--- config.mk ---
export PLATFORM = sky130hd
export DESIGN_NAME = quad_step_decoder
export DESIGN_NICKNAME = d
export VERILOG_FILES = /design/src/rtl/quad_step_decoder.sv
export SDC_FILE = /design/constraint.sdc
export NUM_CORES = 1
export LEC_CHECK = 0
export ABC_CLOCK_PERIOD_IN_PS = 2600
export CAP_MARGIN = 15
export CORE_MARGIN = 2
export CORE_UTILIZATION = 59
export DETAILED_ROUTE_END_ITERATION = 8
export PLACE_DENSITY = 0.82
export SLEW_MARGIN = 20
export SYNTH_ARGS = -nofsm -noshare
export SYNTH_HDL_FRONTEND = slang
export SYNTH_SLANG_ARGS = --single-unit
--- constraint.sdc ---
create_clock -name clk -period 2.6 [get_ports clk]
set_input_delay 0.39 -clock clk [delete_from_list [all_inputs] [get_ports clk]]
set_output_delay 0.39 -clock clk [all_outputs]
set_load 0.1 [all_outputs]
--- src/rtl/quad_step_decoder.sv ---
// quad_step_decoder: quadrature input front end.
// Synchronizes, debounces and Gray-decodes A/B into step/dir.
module quad_step_decoder #(
    parameter int FILTER_CYCLES = 4,
    parameter int X4_MODE       = 1,
    parameter int ERR_W         = 8
) (
    input  logic             clk,
    input  logic             rst,
    input  logic             a_i,
    input  logic             b_i,
    output logic             step_o,
    output logic             dir_o,
    output logic             err_o,
    output logic [ERR_W-1:0] err_count_o
);

    // Filter counter fires on its FILTER_CYCLES-th mismatch cycle.
    localparam logic [7:0] CNT_LAST = 8'(FILTER_CYCLES - 1);

    // Phase pairs are packed {A, B}.
    logic [1:0] s1;
    logic [1:0] s2;
    logic [1:0] f;
    logic [1:0] prev;
    logic [7:0] cnt [2];

    logic is_fwd;
    logic is_rev;
    logic is_bad;
    logic take;
    logic step_d;
    logic dir_d;
    logic err_d;

    // Next state walking forward: 00 -> 10 -> 11 -> 01 -> 00.
    function automatic logic [1:0] fwd_next(input logic [1:0] p);
        logic [1:0] n;
        unique case (p)
            2'b00:   n = 2'b10;
            2'b10:   n = 2'b11;
            2'b11:   n = 2'b01;
            default: n = 2'b00;
        endcase
        return n;
    endfunction

    // Next state walking in reverse: 00 -> 01 -> 11 -> 10 -> 00.
    function automatic logic [1:0] rev_next(input logic [1:0] p);
        logic [1:0] n;
        unique case (p)
            2'b00:   n = 2'b01;
            2'b01:   n = 2'b11;
            2'b11:   n = 2'b10;
            default: n = 2'b00;
        endcase
        return n;
    endfunction

    // Two-flop synchronizer per phase.
    always_ff @(posedge clk or posedge rst) begin
        if (rst) begin
            s1 <= 2'b00;
            s2 <= 2'b00;
        end else begin
            s1 <= {a_i, b_i};
            s2 <= s1;
        end
    end

    // Independent debounce per phase: accept after a sustained mismatch.
    always_ff @(posedge clk or posedge rst) begin
        if (rst) begin
            f      <= 2'b00;
            cnt[0] <= '0;
            cnt[1] <= '0;
        end else begin
            for (int i = 0; i < 2; i++) begin
                if (s2[i] == f[i]) begin
                    cnt[i] <= '0;
                end else if (cnt[i] == CNT_LAST) begin
                    f[i]   <= s2[i];
                    cnt[i] <= '0;
                end else begin
                    cnt[i] <= cnt[i] + 8'd1;
                end
            end
        end
    end

    // Classify the filtered transition and pick the step to emit.
    always_comb begin
        is_fwd = (f == fwd_next(prev));
        is_rev = (f == rev_next(prev));
        is_bad = (f == ~prev);
        take   = (X4_MODE != 0) || (f == 2'b00);
        step_d = 1'b0;
        dir_d  = dir_o;
        err_d  = 1'b0;
        unique case (1'b1)
            is_bad: err_d = 1'b1;
            is_fwd: begin
                if (take) begin
                    step_d = 1'b1;
                    dir_d  = 1'b0;
                end
            end
            is_rev: begin
                if (take) begin
                    step_d = 1'b1;
                    dir_d  = 1'b1;
                end
            end
            default: ;
        endcase
    end

    // Register decoder outputs; prev tracks f even on illegal cycles.
    always_ff @(posedge clk or posedge rst) begin
        if (rst) begin
            prev   <= 2'b00;
            step_o <= 1'b0;
            dir_o  <= 1'b0;
            err_o  <= 1'b0;
        end else begin
            prev   <= f;
            step_o <= step_d;
            dir_o  <= dir_d;
            err_o  <= err_d;
        end
    end

    // Saturating count of illegal transitions.
    always_ff @(posedge clk or posedge rst) begin
        if (rst) begin
            err_count_o <= '0;
        end else if (err_d && (err_count_o != '1)) begin
            err_count_o <= err_count_o + 1'b1;
        end
    end

endmodule

==> results of run 1 <==
## Yosys cell counts
| cell | n |
|---|---|
| dfrtp_1 | 35 |
| nand4_1 | 2 |
| mux2_2 | 5 |
| nor4b_2 | 1 |
| nor4b_1 | 2 |
| nor3_1 | 4 |
| o211ai_1 | 1 |
| a21oi_1 | 1 |
| xor2_1 | 16 |
| inv_1 | 5 |
| and2_1 | 2 |
| nor2_1 | 16 |
| xnor2_1 | 8 |
| ha_1 | 5 |
| nand2_1 | 8 |
| and3_1 | 5 |
| o21ai_0 | 1 |
| nand3_1 | 14 |
## worst max-delay path by stage
stage	slack (ns)	cells after the start	from	to
6_report	0.89	4	err_count_o[0]	err_count_o[1]
3_3_place_gp	1.04	4	err_count_o[0]	err_count_o[1]
4_1_cts	0.90	4	err_count_o[0]	err_count_o[1]
3_5_place_dp	0.94	4	err_count_o[0]	err_count_o[1]
5_1_grt	0.78	4	err_count_o[0]	err_count_o[1]
2_1_floorplan	0.35	4	err_count_o[0]	err_count_o[1]
## registers in the layout, indices dropped and copies added, names as in the netlist
register,count
cnt,16
prev,2
step_o,1
f,2
err_count_o,8
dir_o,1
s2,2
err_o,1
s1,2
## cell families (layout without fill, tap and decap cells)
family | Yosys count | count (layout)
xor gates and xnor gates | 24 | 24
adders and majority gates | 5 | 5
DFF | 35 | 35
and+or+nand+nor | 54 | 54
AOI/OAI and AO/OA | 3 | 3
muxes | 5 | 5
buffers and inverters | 5 | 28
## layout make-up
cell class	count	share of cell area (%)
Clock buffer	8	3.96
Multi-Input combinational cell	91	35.4
Timing Repair Buffer	15	6.92
Tap cell	30	2.16
Sequential cell	35	50.4
Inverter	5	1.08
## worst reg2reg max path: cells and delay by family, from the launching register on
| family | cells | cell delay [ns] |
|---|---|---|
| compound gates | 1 | 0.41 |
| fa+ha+maj | 1 | 0.20 |
| flops | 1 | 0.46 |
| mux | 1 | 0.38 |
| simple gates | 1 | 0.15 |
## report_power, final
| part | switching (mW) | internal [mW] | total, mW |
|---|---|---|---|
| clock network | 0.173 | 0.159 | 0.332 |
| logic | 0.714 | 0.277 | 0.991 |
| registers | 0.153 | 0.679 | 0.832 |
| total | 1.04 | 1.12 | 2.15 |
## layout by cell type, fill, tap and decap left out, drive strengths merged, types with 2 or more instances in the layout
cell type / count
xor2: 16
nor2: 16
inv: 5
mux2: 5
clkdlybuf4s50: 3
and2: 2
and3: 5
nand4: 2
clkbuf: 8
nand3: 14
dfrtp: 35
ha: 5
nor3: 4
nand2: 8
nor4b: 3
xnor2: 8
buf: 12
## metrics by stage
step                power [mW]  area, µm²
floorplan                 1.61       1510
global placement          1.80       1670
detailed placement        1.83       1670
CTS                       2.17       1740
global route              2.29       1740
finish                    2.15       1740
## metal layers
metal	vias up	wire length, µm
met5	-	0
met4	0	42
met3	5	101
met2	12	1200
met1	483	1130
li1	480	-
==> flow_metrics.py, run 1 <==
metrics = {
    "status": {
        "outcome": "completed",
    },
    "final_layout": {
        "fill_cells": 181,
        "nNetsFinal": 162,
        "drive_gt1_share_pct": 16.2,
        "regArea_um2": 876,
        "post-route-util_pct": 70.7,
        "final_cells": 184,
        "n_antenna_cell": 0,
        "areaGrowthSynthToFinish_pct": 15.0,
        "multi_input_area_um2": 616,
    },
    "hold_path": {
        "hold_end": "s2[0]",
        "whs_path_depth": 0,
        "hold_start": "s1[0]",
        "hold_class": "reg -> reg",
    },
    "logic_synthesis": {
        "ys_top_cells_by_area": "dfrtp_1, xor2_1, nand3_1",
        "ys_ff_latch": 35,
        "synth_xor_area_share_pct": 13.9,
        "ys_seq_area_share_pct": 58.0,
        "ys_types": 18,
        "syn_nets": 140,
        "synth_top_area_share_pct": 58.0,
        "syn_inst": 131,
        "synth.cell_area_um2": 1510,
        "synthAdderAreaFrac_pct": 4.14,
        "synth_mux_area_share_pct": 3.73,
        "synth-simple-area-share_pct": 17.8,
        "yosysTopAreaCell": "dfrtp_1",
        "synth_top_family_by_area": "simple AND/OR/NAND/NOR gates",
        "syn_avg_cell_area_um2": 11.5,
        "ys_warn_count": 0,
        "synth-compound-area-share_pct": 1.16,
    },
    "drt": {
        "drc_errors": 0,
        "detail-route-antenna-nets": 0,
        "via_per_inst": 5.33,
        "drt_pass1_iterations": 4,
        "via_count": 980,
        "wirelength_um": 2470,
        "avgRoutedWirePerCell_um": 13.4,
        "drt_iter0_drc": 7,
    },
    "floorplanning": {
        "start_util_pct": 61.5,
        "ios": 15,
        "die-area_um2": 2980,
        "die_h_um": 54.6,
        "die_x_um": 54.6,
        "core_um2": 2450,
        "rows": 18,
    },
    "sta": {
        "finalSetupViolCount": 0,
        "period_share_pct": 65.6,
        "finClkSkew_ns": 0.00832,
        "holdWs_ns": 0.362,
        "rsz0062_at_grt": "no",
        "finalHoldViolCount": 0,
        "maxSlewViolCount": 0,
        "setup_tns_ns": 0,
        "fin_crit_ns": 1.71,
        "fin_ws_ns": 0.894,
        "maxSlewHeadroom_pct": 71.9,
        "fmax_mhz": 586,
        "max_slew.worst_pin.slew_ns": 0.421,
    },
    "global_routing": {
        "globalRouteTotalUtil_pct": 20.7,
        "busiest_layer": "met2",
        "grt_pass1_vias": 916,
        "met2_usage_pct": 31.2,
        "grt_max_degree": 36,
        "use_met1_pct": 25.9,
        "antenna_found_initial": 0,
        "grt_pass1_wl_um": 4040,
        "grt_overflow_total": 0,
        "met3_usage_pct": 9.29,
    },
    "cts": {
        "clkTransAtPathRegs_ns": 0.10,
        "root_buffer": "clkbuf_4",
        "postCtsSetupRepairBufs": 0,
        "cts_max_path_buffers": 2,
        "cts_tree": "done",
        "clkLatencyLatePin_ns": 0.33,
        "clock_sinks": 35,
        "numCtsBuffers": 5,
        "h-tree-depth": 2,
        "hold_buffers": 0,
        "cts-resized-gates": 0,
    },
    "setup_path": {
        "setup.worst_path.class": "reg -> reg",
        "cp-start-kind": "flip-flop",
        "cp_top_family": "flip-flops",
        "max_stage_delay_ns": 0.46,
        "path_buf_inv": 0,
        "worstPathRequired_ns": 2.83,
        "reg2reg_slack_ns": 0.89,
        "cp_cell_sequence": "ha_1 -> nand3_1 -> o211ai_1 -> mux2_2",
        "reg2reg_depth": 4,
        "r2r-end": "err_count_o[1]",
        "timing.rr.start": "err_count_o[0]",
        "cpMaxStageDelayCell": "dfrtp_1",
        "cp_max_fo": 5,
        "cp.arrival_ns": 1.94,
        "end_kind": "flip-flop",
    },
    "placed_design": {
        "place.gp.congestion": 0.736,
        "io_buffers": 14,
        "dp_cells": 176,
        "dpl.hpwl_um": 1740,
        "place_ws_ns": 0.941,
    },
    "pwr": {
        "p_leak_nw": 0.843,
        "power_density_nw_per_um2": 1240,
        "ir_drop_mv": 1.10,
    },
    "job": {
        "max_cap_viol_count": 0,
    },
}
Power figures use the tool's default switching activity.
==> run 2: changes to the inputs <==
ABC_CLOCK_PERIOD_IN_PS = 1600   (was 2600)
CORE_UTILIZATION = 55   (was 59)
PLACE_DENSITY = 0.77   (was 0.82)
clock period = 1.6 ns   (was 2.6 ns; I/O delays follow)
==> run 2 against run 1 <==
Against the previous run:
- core utilization grew 2.1 points
- maximum frequency grew 10%
- via count grew 1.5%
- setup slack lost 0.84 ns
- final area grew 13%
- critical endpoint unchanged
- largest power group unchanged
==> flow_metrics.py, run 2 (same netlist as run 1, synthesis figures left out) <==
metrics = {
    "final_layout": {
        "fill_cells": 184,
        "final_cells": 190,
        "areaGrowthSynthToFinish_pct": 29.7,
        "n_antenna_cell": 0,
        "drive_gt1_share_pct": 26.4,
        "largestRegisters": "cnt: 16 flops, err_count_o: 8 flops",
        "nNetsFinal": 167,
        "mostFrequentLayoutCell": "dfrtp_1",
        "top_register": "cnt",
        "largest_register_ffs": 16,
        "layout_common_cells": "dfrtp_1, xor2_1, nor2_1, nand3_1, buf_12",
    },
    "setup_path": {
        "cp.arrival_ns": 1.77,
        "timing.rr.start": "err_count_o[1]",
        "worstPathRequired_ns": 1.82,
        "crit_start": "err_count_o[1]",
        "cp_max_fo": 4,
        "r2r-end": "err_count_o[1]",
        "cp-start-kind": "flip-flop",
        "cp-endpoint": "err_count_o[1]",
        "reg2reg_slack_ns": 0.05,
        "reg2reg_depth": 4,
        "setup.worst_path.class": "reg -> reg",
        "end_kind": "flip-flop",
    },
    "placed_design": {
        "dp_cells": 181,
        "dpl.hpwl_um": 1810,
        "io_buffers": 14,
        "place.gp.congestion": 0.809,
    },
    "pwr": {
        "ir_drop_mv": 2.02,
        "p_leak_nw": 0.889,
        "power_density_nw_per_um2": 1990,
    },
    "hold_path": {
        "hold_class": "in -> async",
    },
    "sta": {
        "fin_crit_ns": 1.55,
        "setup_tns_ns": 0,
        "maxSlewHeadroom_pct": 68.0,
        "period_share_pct": 96.7,
        "finalSetupViolCount": 0,
        "fmax_mhz": 646,
        "finClkSkew_ns": 0.00819,
        "max_slew.worst_pin.slew_ns": 0.477,
        "maxSlewViolCount": 0,
        "finalHoldViolCount": 0,
    },
    "global_routing": {
        "grt_max_degree": 36,
        "antenna_found_initial": 0,
        "grt_pass1_vias": 998,
        "globalRouteTotalUtil_pct": 17.4,
        "grt_pass1_wl_um": 4240,
        "grt_overflow_total": 0,
    },
    "drt": {
        "drt_pass1_iterations": 4,
        "avgRoutedWirePerCell_um": 12.6,
        "detail-route-antenna-nets": 0,
        "drc_errors": 0,
        "via_count": 995,
        "drt_iter0_drc": 21,
        "wirelength_um": 2390,
        "via_per_inst": 5.24,
    },
    "job": {
        "max_cap_viol_count": 0,
    },
    "cts": {
        "clkTransAtPathRegs_ns": 0.11,
        "cts_max_path_buffers": 2,
        "hold_buffers": 0,
        "h-tree-depth": 2,
        "cts_tree": "done",
        "clkLatencyLatePin_ns": 0.32,
        "root_buffer": "clkbuf_4",
        "clock_sinks": 35,
        "numCtsBuffers": 5,
    },
    "floorplanning": {
        "die-area_um2": 3180,
        "ios": 15,
        "start_util_pct": 56.2,
        "die_x_um": 56.4,
        "core_um2": 2690,
        "die_h_um": 56.4,
        "rows": 19,
    },
    "status": {
        "outcome": "completed",
    },
}
## run 2: critical path: stages, from the launching register on
cell and delay [ns]:
dfrtp_4 0.45, ha_4 0.15, nand3_4 0.07, o211ai_1 0.43
mux2_4 0.34
## run 2: layer usage
layer | wire length [µm] | track usage (%) | up-vias
li1 | - | - | 492
met1 | 1090 | 21.5 | 484
met2 | 1190 | 27.7 | 14
met3 | 80 | 5.07 | 5
met4 | 31 | 9.18 | 0
met5 | 0 | 0 | -
## run 2: how the worst min path moves through the flow
stage / start / endpoint / slack [ns] / cells past startpoint
2_1_floorplan: b_i / s1[0] / 0.27 / 0
4_1_cts: rst / cnt[4] / 0.31 / 3
5_1_grt: rst / cnt[4] / 0.31 / 3
3_3_place_gp: s1[0] / s2[0] / 0.33 / 0
6_report: rst / err_count_o[0] / 0.29 / 3
3_5_place_dp: s1[0] / s2[0] / 0.34 / 0
## run 2: layout make-up
type	instances	area [µm²]	area share, %
Timing Repair Buffer	20	295	15.1
Tap cell	31	38.8	1.98
Multi-Input combinational cell	91	647	33.0
Clock inverter	3	20.0	1.02
Inverter	5	18.8	0.958
Sequential cell	35	901	46.0
Clock buffer	5	37.5	1.92
## run 2: metrics by stage
step           utilization, %  worst slack (ns)  cell area (µm²)  hold WS (ns)  total power, mW
6_report                 72.9            0.0531             1960         0.294             3.90
5_1_grt                  72.9           -0.0205             1960         0.313             4.11
4_1_cts                  72.4           0.00765             1940         0.306             3.89
3_5_place_dp             70.2            0.0201             1890         0.336             3.42
3_3_place_gp             70.2             0.105             1890         0.333             3.36
2_1_floorplan               -            -0.101             1560         0.271             2.70
## run 2: power breakdown
group | switching (mW) | leakage, nW | internal, mW
Sequential | 0.259 | 0.442 | 1.13
Clock | 0.295 | 0.0272 | 0.168
Combinational | 1.24 | 0.420 | 0.805
Total | 1.80 | 0.889 | 2.11
## run 2: repair_timing
| action | CTS | global route |
|---|---|---|
| endpoints found under the setup margin | 0 | 2 |
| resized for setup | 0 | 2 |
| setup buffers | 0 | 1 |
